--- config.mk ---
export PLATFORM = sky130hd
export DESIGN_NAME = noritsuna_8bitcounter_ai
export DESIGN_NICKNAME = d
export VERILOG_FILES = /design/src/rtl/noritsuna_8bitcounter_ai.sv
export SDC_FILE = /design/constraint.sdc
export NUM_CORES = 1
export LEC_CHECK = 0
export CAP_MARGIN = 15
export CORE_ASPECT_RATIO = 1.75
export CORE_MARGIN = 2
export CORE_UTILIZATION = 30
export CTS_CLUSTER_DIAMETER = 30
export DETAILED_ROUTE_END_ITERATION = 7
export PLACE_DENSITY_LB_ADDON = 0.05
export SYNTH_ARGS = -nofsm -noshare
export SYNTH_HDL_FRONTEND = slang
export SYNTH_SLANG_ARGS = --single-unit
--- constraint.sdc ---
create_clock -name clk -period 3.5 [get_ports clk]
set_clock_uncertainty 0.2 [all_clocks]
set_input_delay 0.7 -clock clk [delete_from_list [all_inputs] [get_ports clk]]
set_output_delay 0.7 -clock clk [all_outputs]
set_load 0.005 [all_outputs]
--- src/rtl/noritsuna_8bitcounter_ai.sv ---
// Tiny Tapeout tile: 8-bit loadable up/down counter with programmable step, sync clear and wrap flags.
// Define COUNTER_SATURATE_EN to clamp at 8'h00/8'hFF instead of wrapping.
module noritsuna_8bitcounter_ai #(
    parameter int unsigned WIDTH = 8
) (
    input  logic       clk,
    input  logic       rst,
    input  logic       ena,
    input  logic [7:0] ui_in,
    output logic [7:0] uo_out,
    input  logic [7:0] uio_in,
    output logic [7:0] uio_out,
    output logic [7:0] uio_oe
);

    localparam int unsigned STEP_W = 4;
    localparam int unsigned EXT_W  = WIDTH + 1;

    logic [WIDTH-1:0]  cnt_q, cnt_d;
    logic              wrap_p_q, wrap_p_d;
    logic              wrap_t_q, wrap_t_d;

    logic              ctl_en, ctl_dir, ctl_load, ctl_sclr;
    logic [STEP_W-1:0] step;
    logic [EXT_W-1:0]  sum_ext;
    logic [EXT_W-1:0]  diff_ext;
    logic              unused_uio_hi;

    assign ctl_en   = ui_in[0];
    assign ctl_dir  = ui_in[1];
    assign ctl_load = ui_in[2];
    assign ctl_sclr = ui_in[3];
    assign unused_uio_hi = ^uio_in[7:4];

    // A zero step would stall the counter, so it is promoted to one.
    assign step     = (uio_in[3:0] == 4'd0) ? 4'd1 : uio_in[3:0];
    assign sum_ext  = {1'b0, cnt_q} + EXT_W'(step);
    assign diff_ext = {1'b0, cnt_q} - EXT_W'(step);

    // Next-state selection in priority order: freeze, clear, load, count, idle.
    always_comb begin
        cnt_d    = cnt_q;
        wrap_p_d = wrap_p_q;
        wrap_t_d = wrap_t_q;
        if (ena) begin
            if (ctl_sclr) begin
                cnt_d    = '0;
                wrap_p_d = 1'b0;
            end else if (ctl_load) begin
                cnt_d    = {ui_in[7:4], uio_in[3:0]};
                wrap_p_d = 1'b0;
            end else if (ctl_en) begin
                if (ctl_dir) begin
                    cnt_d    = sum_ext[WIDTH-1:0];
                    wrap_p_d = sum_ext[WIDTH];
`ifdef COUNTER_SATURATE_EN
                    if (sum_ext[WIDTH]) begin
                        cnt_d = '1;
                    end
`endif
                end else begin
                    cnt_d    = diff_ext[WIDTH-1:0];
                    wrap_p_d = diff_ext[WIDTH];
`ifdef COUNTER_SATURATE_EN
                    if (diff_ext[WIDTH]) begin
                        cnt_d = '0;
                    end
`endif
                end
                if (wrap_p_d) begin
                    wrap_t_d = ~wrap_t_q;
                end
            end else begin
                wrap_p_d = 1'b0;
            end
        end
    end

    always_ff @(posedge clk) begin
        if (rst) begin
            cnt_q    <= '0;
            wrap_p_q <= 1'b0;
            wrap_t_q <= 1'b0;
        end else begin
            cnt_q    <= cnt_d;
            wrap_p_q <= wrap_p_d;
            wrap_t_q <= wrap_t_d;
        end
    end

    // Zero/max flags decode straight from the count register.
    assign uo_out  = cnt_q;
    assign uio_out = {wrap_t_q, wrap_p_q, (cnt_q == '1), (cnt_q == '0), 4'b0000};
    assign uio_oe  = 8'hF0;

endmodule

# Word level (Yosys, flattened, before mapping)
# Cells that the tools add are included.
# word_totals
regBits,10
inputBits,19
# op_classes
n_addsub,2
eq_ne,1
muxes,13
bitwise,3
n_reduce_logical,5
# ops
op,count
$mux 8,4
$add 8x4->9,1
$sub 8x4->9,1
$eq 8x8->1 const B,1
$logic_not 8->1,1
$mux 1,8
$reduce_and 5->1,1
$logic_not 4->1,1
$mux 4,1
$not 1->1,3
$reduce_bool 3->1,1
$reduce_and 2->1,1

# Depth between registers and ports, before layout
# Gate-level depths: netlist of run 1.
# logic_depth
ltp_word,11
depth_mapped,10
ltp_nobuf,10

# Worst setup path after synthesis of run 1
# OpenSTA, ideal clock, no wires.
# synth_path
path_type,input port to flip-flop
startpoint,in uio_in[3]
endpoint,reg wrap_t_q
setup_ps,121
t_arrival_ps,2529
setup_slack_ps,650
stages,9
path_buffers,0
path_cell_list,inv_1 a31o_2 ha_1 fa_1 nor2b_1 o311ai_2 o32ai_2 nand2b_1 mux2_4
# synth_between
elab_chain_len,9
# synth_rtl
element,line,text
from (decl),11,"input logic [7:0] uio_in,"
$logic_not 4->1,36,assign step = (uio_in[3:0] == 4'd0) ? 4'd1 : uio_in[3:0];
$mux 4 *,36,
$sub 8x4->9 or $add 8x4->9 (tied branches),"38, 37",
$mux 1 *,53,if (ctl_dir) begin
$mux 1 *,52,end else if (ctl_en) begin
$mux 1 *,49,end else if (ctl_load) begin
$mux 1 *,46,if (ctl_sclr) begin
$mux 1 *,45,if (ena) begin
$reduce_and 5->1 (no line) *,-,
to (signal assigned),87,wrap_t_q <= wrap_t_d;
to (decl),21,"logic wrap_t_q, wrap_t_d;"
# Every way passes the cells marked *; elsewhere a longest branch is shown, timed or not. The select of a mux whose other input is x is not followed.
# A chain may end at the register's enable or synchronous reset.

# Worst setup path in the final report of run 1
# Ends and elaborated chain as after synthesis.

==> results of run 1 <==
-- flip-flops by register name (all words and copies together), names as in the netlist --
| signal | cells |
|---|---|
| wrap_p_q | 1 |
| wrap_t_q | 1 |
| uo_out | 8 |
-- cell families (layout without fill, tap and decap cells) --
kind of cell / after synthesis / count (layout) / synth area share (%)
buffers and inverters: 27 / 44 / 14.6
AO/OA/AOI/OAI: 33 / 33 / 22.0
multiplexers: 3 / 3 / 3.14
adder cells (fa/ha/maj): 10 / 10 / 12.5
XOR/XNOR: 1 / 1 / 0.784
other: 2 / 12 / 0.672
AND/OR/NAND/NOR: 57 / 57 / 28.4
flip-flops: 10 / 10 / 17.9
-- worst max-delay path: cells and delay by family --
| family | cells | cell delay (ns) |
|---|---|---|
| multiplexers | 1 | 0.30 |
| buffers and inverters | 2 | 0.61 |
| AND/OR/NAND/NOR | 2 | 0.29 |
| adder cells (fa/ha/maj) | 2 | 0.60 |
| AO/OA/AOI/OAI | 3 | 0.68 |
-- final cells by class --
type                    instances  area [um2]
fillers                       386        2150
multi-input cells             116         792
repair buffers                 32         305
flip-flops and latches         10         200
well taps                      46        57.6
clock buffers                   4        55.1
inverters                       8        30.0
-- layer usage --
metal / global-route usage, % / vias up
met3: 2.31 / 4
met2: 27.4 / 20
met1: 15.8 / 505
met4: 6.82 / 0
li1: - / 544
met5: 0 / -
-- through the flow --
stage | setup TNS [ns] | hold WS, ns | std cells | util (%) | setup slack (ns)
floorplan | 0 | 0.250 | 153 | - | 0.650
global placement | 0 | 0.262 | 212 | 38.6 | 0.0150
detailed placement | -0.00800 | 0.268 | 212 | 38.6 | -0.00800
CTS | 0 | 0.277 | 216 | 40.1 | 0.230
global route | 0 | 0.306 | 216 | 40.1 | 0.0862
finish | 0 | 0.277 | 216 | 40.1 | 0.244
-- cell usage after synthesis (2+ instances only) --
cell type	instances	share of area, %
a21oi_1	9	4.0
a32oi_1	2	1.6
buf_4	14	9.4
clkbuf_1	3	1.0
conb_1	2	0.67
dfxtp_1	10	18
fa_1	2	3.6
ha_1	8	9.0
inv_1	8	2.7
mux2i_1	2	1.8
nand2_1	9	3.0
nand2b_1	3	1.7
nand3_1	5	2.2
nand3b_1	2	1.3
nand4_1	3	1.7
nor2_1	9	3.0
nor2b_1	7	3.9
nor3_1	6	2.7
nor4_1	3	1.7
o21a_1	3	2.0
o21ai_0	2	0.90
o31ai_1	3	2.0
or4_1	2	1.3
-- worst max path at each step --
| stage | end | cells past startpoint |
|---|---|---|
| floorplan | wrap_t_q$_SDFFE_PP0P_ | 9 |
| global placement | wrap_t_q$_SDFFE_PP0P_ | 10 |
| detailed placement | wrap_t_q$_SDFFE_PP0P_ | 10 |
| CTS | wrap_t_q$_SDFFE_PP0P_ | 10 |
| global route | wrap_t_q$_SDFFE_PP0P_ | 10 |
| finish | wrap_t_q$_SDFFE_PP0P_ | 10 |
-- power by group through the flow --
stage / Clock (W) / Combinational (W) / Sequential, W
final: 0.000150 / 0.000118 / 0.000128
after global placement: 0 / 0.000117 / 0.000130
after global routing: 0.000159 / 0.000131 / 0.000129
after floorplan: 0 / 0.0000780 / 0.000127
after CTS: 0.000155 / 0.000119 / 0.000128
after detailed placement: 0 / 0.000119 / 0.000131
==> impl_metrics.py, run 1 <==
metrics = {
    "clock_tree": {
        "cts-hold-fix-buffers": 0,
        "cts.htree.levels": 1,
        "cts-buffers-inserted": 3,
        "clock_insertion_delay_worst_skew_ns": 0.24,
        "ctsRootBufferMaster": "clkbuf_8",
        "post-cts-setup-buffer-count": 0,
        "cts_tree": "yes",
        "path_clk_slew_ns": 0.05,
        "clk_path_buf_depth": 2,
        "tritoncts_num_sinks": 10,
        "postCtsResizedCells": 0,
    },
    "global_routing": {
        "grt_pass1_wl_um": 4840,
        "grt_start_max_net_pins": 12,
        "globalRouteOverflowTotal": 0,
        "number_of_antenna_violations_at_the_first_check_in_global_routing": 0,
        "globalRouteTotalUtil_pct": 14.8,
        "first_global_vias": 1058,
    },
    "power_and_ir_drop": {
        "swShare_pct": 29.2,
        "power-per-cell-area_nw_per_um2": 275,
        "irDropWorstVdd_uv": 109,
        "comb_power_share_pct": 29.8,
        "cellLeakagePower_nw": 0.578,
        "power.share.clock_pct": 37.9,
        "total_switching_power_w": 0.000116,
        "p_int_w": 0.000280,
        "power.total_w": 0.000396,
        "sequentialPowerShare_pct": 32.3,
    },
    "floorplan": {
        "ioPinCount": 43,
        "floorplan.initialDensity_pct": 31.1,
        "rows": 29,
        "die_y_um": 84.7,
        "die_area_um2": 4250,
        "fp.coreArea_um2": 3590,
        "die_w_um": 50.1,
    },
    "drt": {
        "wl_per_cell_um": 13.5,
        "totalWireLength_um": 2910,
        "remaining_drc_errors": 0,
        "length_of_routed_met3_wiring_um": 79,
        "highest_layer": "met4",
        "drt-pass1-iter-count": 4,
        "dr.first_iter.drc_count": 8,
        "vias": 1073,
        "final_antenna_net_count": 0,
        "routedLengthMet1_um": 1190,
        "average_via_count_per_standard_cell": 4.97,
        "dr_wl_met2_um": 1580,
    },
    "worst_setup_path": {
        "worst-setup-path-type": "primary input to flip-flop",
        "cp-start-kind": "primary input",
        "worstReg2RegStart": "uo_out[0]$_SDFFE_PP0P_",
        "regToRegEndpoint": "wrap_t_q$_SDFFE_PP0P_",
        "setup.reg_to_reg.worst_slack_ns": 1.15,
        "worst-path-max-fanout": 3,
        "critPathSlowestCell": "clkdlybuf4s50_1",
        "required_time_of_the_critical_path_ns": 3.42,
        "crit_path_max_incr_delay_ns": 0.52,
        "critPathArrivalTime_ns": 3.18,
        "timing.critical_path.to_type": "flip-flop",
        "crit_start": "uio_in[3]",
        "worstPathCellList": "clkdlybuf4s50_1, inv_1, a31o_2, ha_1, fa_1, nor2b_1, o311ai_2, o32ai_2, nand2b_1, mux2_4",
        "worst-r2r-cell-count": 7,
    },
    "logic_synthesis": {
        "synth_edf_count": 0,
        "synth_seq_area_share_pct": 17.9,
        "synth.yosys.warnings": 0,
        "avgSynthCellArea_um2": 7.81,
        "postSynthRegisterBits": 10,
        "ys_dominant_reg_cell": "dfxtp_1",
        "synth.lib_cells_used.distinct": 49,
        "postSynth.asyncResetShare_pct": 0,
        "mappedNetlistArea_um2": 1120,
        "postSynthCellCount": 143,
    },
    "final_layout": {
        "highest_count_cells_in_the_layout_ignoring_fill_and_taps": "clkdlybuf4s50_1 (26), conb_1 (12), dfxtp_1 (10)",
        "share_of_layout_cells_above_drive_strength_1_pct": 10.6,
        "design.final.nets": 200,
        "final_design_area_no_fill_um2": 1440,
        "area_delta_synth_final_pct": 28.9,
        "layout_commonest_cell": "clkdlybuf4s50_1",
        "insertedDiodeCount": 0,
    },
    "run": {
        "max_cap_viol_count": 0,
    },
    "timing": {
        "fin_crit_ns": 3.26,
        "report.final.slew_viol_count": 0,
        "finalSetupViolations": 0,
        "grt_setup_unrepaired": "false",
        "period_share_pct": 93.0,
        "max_freq_mhz": 307,
        "finalHoldViolCount": 0,
    },
    "place": {
        "placed_area_um2": 1390,
        "globalplace.congestion": 0.730,
        "port_buffers": 26,
        "detailedPlacementHpwl_um": 2370,
    },
    "worst_hold_path": {
        "holdCritPathClass": "flip-flop to flip-flop",
        "hold_path_cells": 2,
        "hold_path_end": "wrap_p_q$_SDFFE_PP0P_",
        "hold_path_startpoint": "wrap_p_q$_SDFFE_PP0P_",
    },
    "outcome": {
        "outcome": "finished, final reports clean",
    },
}
(Power assumes the default switching activity.)
==> inputs of run 2 (changes only) <==
==> constraint.sdc (replaced) <==
create_clock -name clk -period 3.5 [get_ports clk]
set_clock_uncertainty 0.2 [all_clocks]
set_input_delay 0.7 -clock clk [delete_from_list [all_inputs] [get_ports clk]]
set_output_delay 0.7 -clock clk [all_outputs]
set_load 0.1 [all_outputs]
==> run 2 against run 1 <==
Flip-flop and latch count stayed put. Hold slack better by 0.0047 ns. Core utilization decreased by 0.63 points. Sequential share of layout area grew 0.22 points. Via count decreased by 2.7%. First-iteration DRC count grew to 2.5 times the previous value. Clock power is essentially flat. Design area down 1.6%. Total power increased by 26%.
==> impl_metrics.py, run 2 (synthesized netlist as in run 1, its figures left out) <==
metrics = {
    "outcome": {
        "outcome": "finished, final reports clean",
    },
    "worst_setup_path": {
        "setup.reg_to_reg.worst_slack_ns": 1.14,
        "critPathArrivalTime_ns": 3.18,
        "path_buf_inv": 2,
        "worstReg2RegStart": "uo_out[0]$_SDFFE_PP0P_",
        "worst-setup-path-type": "primary input to flip-flop",
        "timing.critical_path.to_type": "flip-flop",
        "crit_path_max_incr_delay_ns": 0.51,
        "worstPathCellList": "clkdlybuf4s50_1, inv_1, a31o_2, ha_1, fa_1, nor2b_1, o311ai_2, o32ai_2, nand2b_1, mux2_4",
        "cp-start-kind": "primary input",
        "required_time_of_the_critical_path_ns": 3.43,
        "path_delay_family": "compound AO/OA/AOI/OAI gates",
        "critPathSlowestCell": "clkdlybuf4s50_1",
        "regToRegEndpoint": "wrap_t_q$_SDFFE_PP0P_",
        "worst-path-max-fanout": 3,
        "worst-r2r-cell-count": 7,
    },
    "global_routing": {
        "grt_pass1_wl_um": 4860,
        "first_global_vias": 1045,
        "globalRouteTotalUtil_pct": 15.2,
        "number_of_antenna_violations_at_the_first_check_in_global_routing": 0,
        "grt_start_max_net_pins": 12,
        "globalRouteOverflowTotal": 0,
    },
    "final_layout": {
        "multi_input_gate_area_in_the_final_layout_um2": 800,
        "area_delta_synth_final_pct": 26.9,
        "layout_commonest_cell": "buf_4",
        "share_of_layout_cells_above_drive_strength_1_pct": 18.8,
        "largest_reg_flops": 8,
        "sequential_cell_area_um2": 200,
        "highest_count_cells_in_the_layout_ignoring_fill_and_taps": "buf_4 (18), clkdlybuf4s50_1 (14), conb_1 (12)",
        "final_design_area_no_fill_um2": 1420,
        "final.fill_count": 381,
        "insertedDiodeCount": 0,
        "design.final.nets": 200,
    },
    "clock_tree": {
        "cts.htree.levels": 1,
        "cts-buffers-inserted": 3,
        "clock_insertion_delay_worst_skew_ns": 0.24,
        "ctsRootBufferMaster": "clkbuf_8",
        "post-cts-setup-buffer-count": 0,
        "clk_path_buf_depth": 2,
        "tritoncts_num_sinks": 10,
        "cts_tree": "yes",
        "path_clk_slew_ns": 0.05,
        "postCtsResizedCells": 0,
        "cts-hold-fix-buffers": 0,
    },
    "drt": {
        "totalWireLength_um": 2960,
        "wl_per_cell_um": 13.7,
        "remaining_drc_errors": 0,
        "average_via_count_per_standard_cell": 4.83,
        "dr.first_iter.drc_count": 20,
        "final_antenna_net_count": 0,
        "drt-pass1-iter-count": 4,
        "vias": 1044,
    },
    "timing": {
        "finalSetupViolations": 0,
        "report.final.slew_viol_count": 0,
        "max_freq_mhz": 308,
        "finalHoldViolCount": 0,
        "grt_setup_unrepaired": "false",
        "fin_crit_ns": 3.25,
        "period_share_pct": 92.8,
        "finalWorstSetupSlack_ns": 0.254,
    },
    "floorplan": {
        "die_area_um2": 4250,
        "rows": 29,
        "die_w_um": 50.1,
        "ioPinCount": 43,
        "die_y_um": 84.7,
        "fp.coreArea_um2": 3590,
        "floorplan.initialDensity_pct": 31.1,
    },
    "place": {
        "globalplace.congestion": 0.808,
        "placed_area_um2": 1360,
        "port_buffers": 26,
        "detailedPlacementHpwl_um": 2420,
        "detailedPlace.worstSlack_ns": -0.00587,
    },
    "worst_hold_path": {
        "hold_path_startpoint": "wrap_p_q$_SDFFE_PP0P_",
        "holdCritPathClass": "flip-flop to flip-flop",
        "hold_path_end": "wrap_p_q$_SDFFE_PP0P_",
        "hold_path_cells": 2,
    },
    "power_and_ir_drop": {
        "irDropWorstVdd_uv": 174,
        "cellLeakagePower_nw": 0.602,
        "power-per-cell-area_nw_per_um2": 351,
    },
    "run": {
        "max_cap_viol_count": 0,
    },
}
run 2: area by class of cell:
type / instances / share of cell area, %
Multi-Input combinational cell: 116 / 56.4
Timing Repair Buffer: 32 / 19.4
Sequential cell: 10 / 14.1
Tap cell: 46 / 4.06
Clock buffer: 4 / 3.88
Inverter: 8 / 2.12
run 2: how the worst max path moves through the flow:
| stage | start | end | depth (start not counted) |
|---|---|---|---|
| detailed placement | uio_in[3] | wrap_t_q$_SDFFE_PP0P_ | 10 |
| finish | uio_in[3] | wrap_t_q$_SDFFE_PP0P_ | 10 |
| floorplan | uo_out[4]$_SDFFE_PP0P_ | uio_out[4] | 3 |
| global route | uio_in[3] | wrap_t_q$_SDFFE_PP0P_ | 10 |
| CTS | uio_in[3] | wrap_t_q$_SDFFE_PP0P_ | 10 |
| global placement | uio_in[3] | wrap_t_q$_SDFFE_PP0P_ | 10 |
run 2: worst min-delay path: stages (launching register included):
cell and delay [ns]:
dfxtp_1 0.31, nand2b_1 0.06, a21oi_1 0.06
run 2: power breakdown:
group	internal, W	switching [W]
Sequential	0.000119	0.00000946
Combinational	0.0000600	0.000160
Clock	0.0000993	0.0000504
Total	0.000278	0.000220
run 2: per-layer routing:
layer	global-route usage [%]	up-vias	share of wire, %
li1	-	541	-
met1	16.5	478	41
met2	27.4	20	54
met3	2.49	5	3.2
met4	7.58	0	2.0
met5	0	-	0
run 2: metrics by stage:
step	total power (W)	util [%]	hold slack [ns]	setup TNS, ns	cells
after floorplan	0.000312	-	0.250	0	153
after global placement	0.000350	37.9	0.263	0	212
after detailed placement	0.000352	37.9	0.275	-0.00587	212
after CTS	0.000505	39.5	0.283	0	216
after global routing	0.000521	39.5	0.289	0	216
final	0.000498	39.5	0.282	0	216
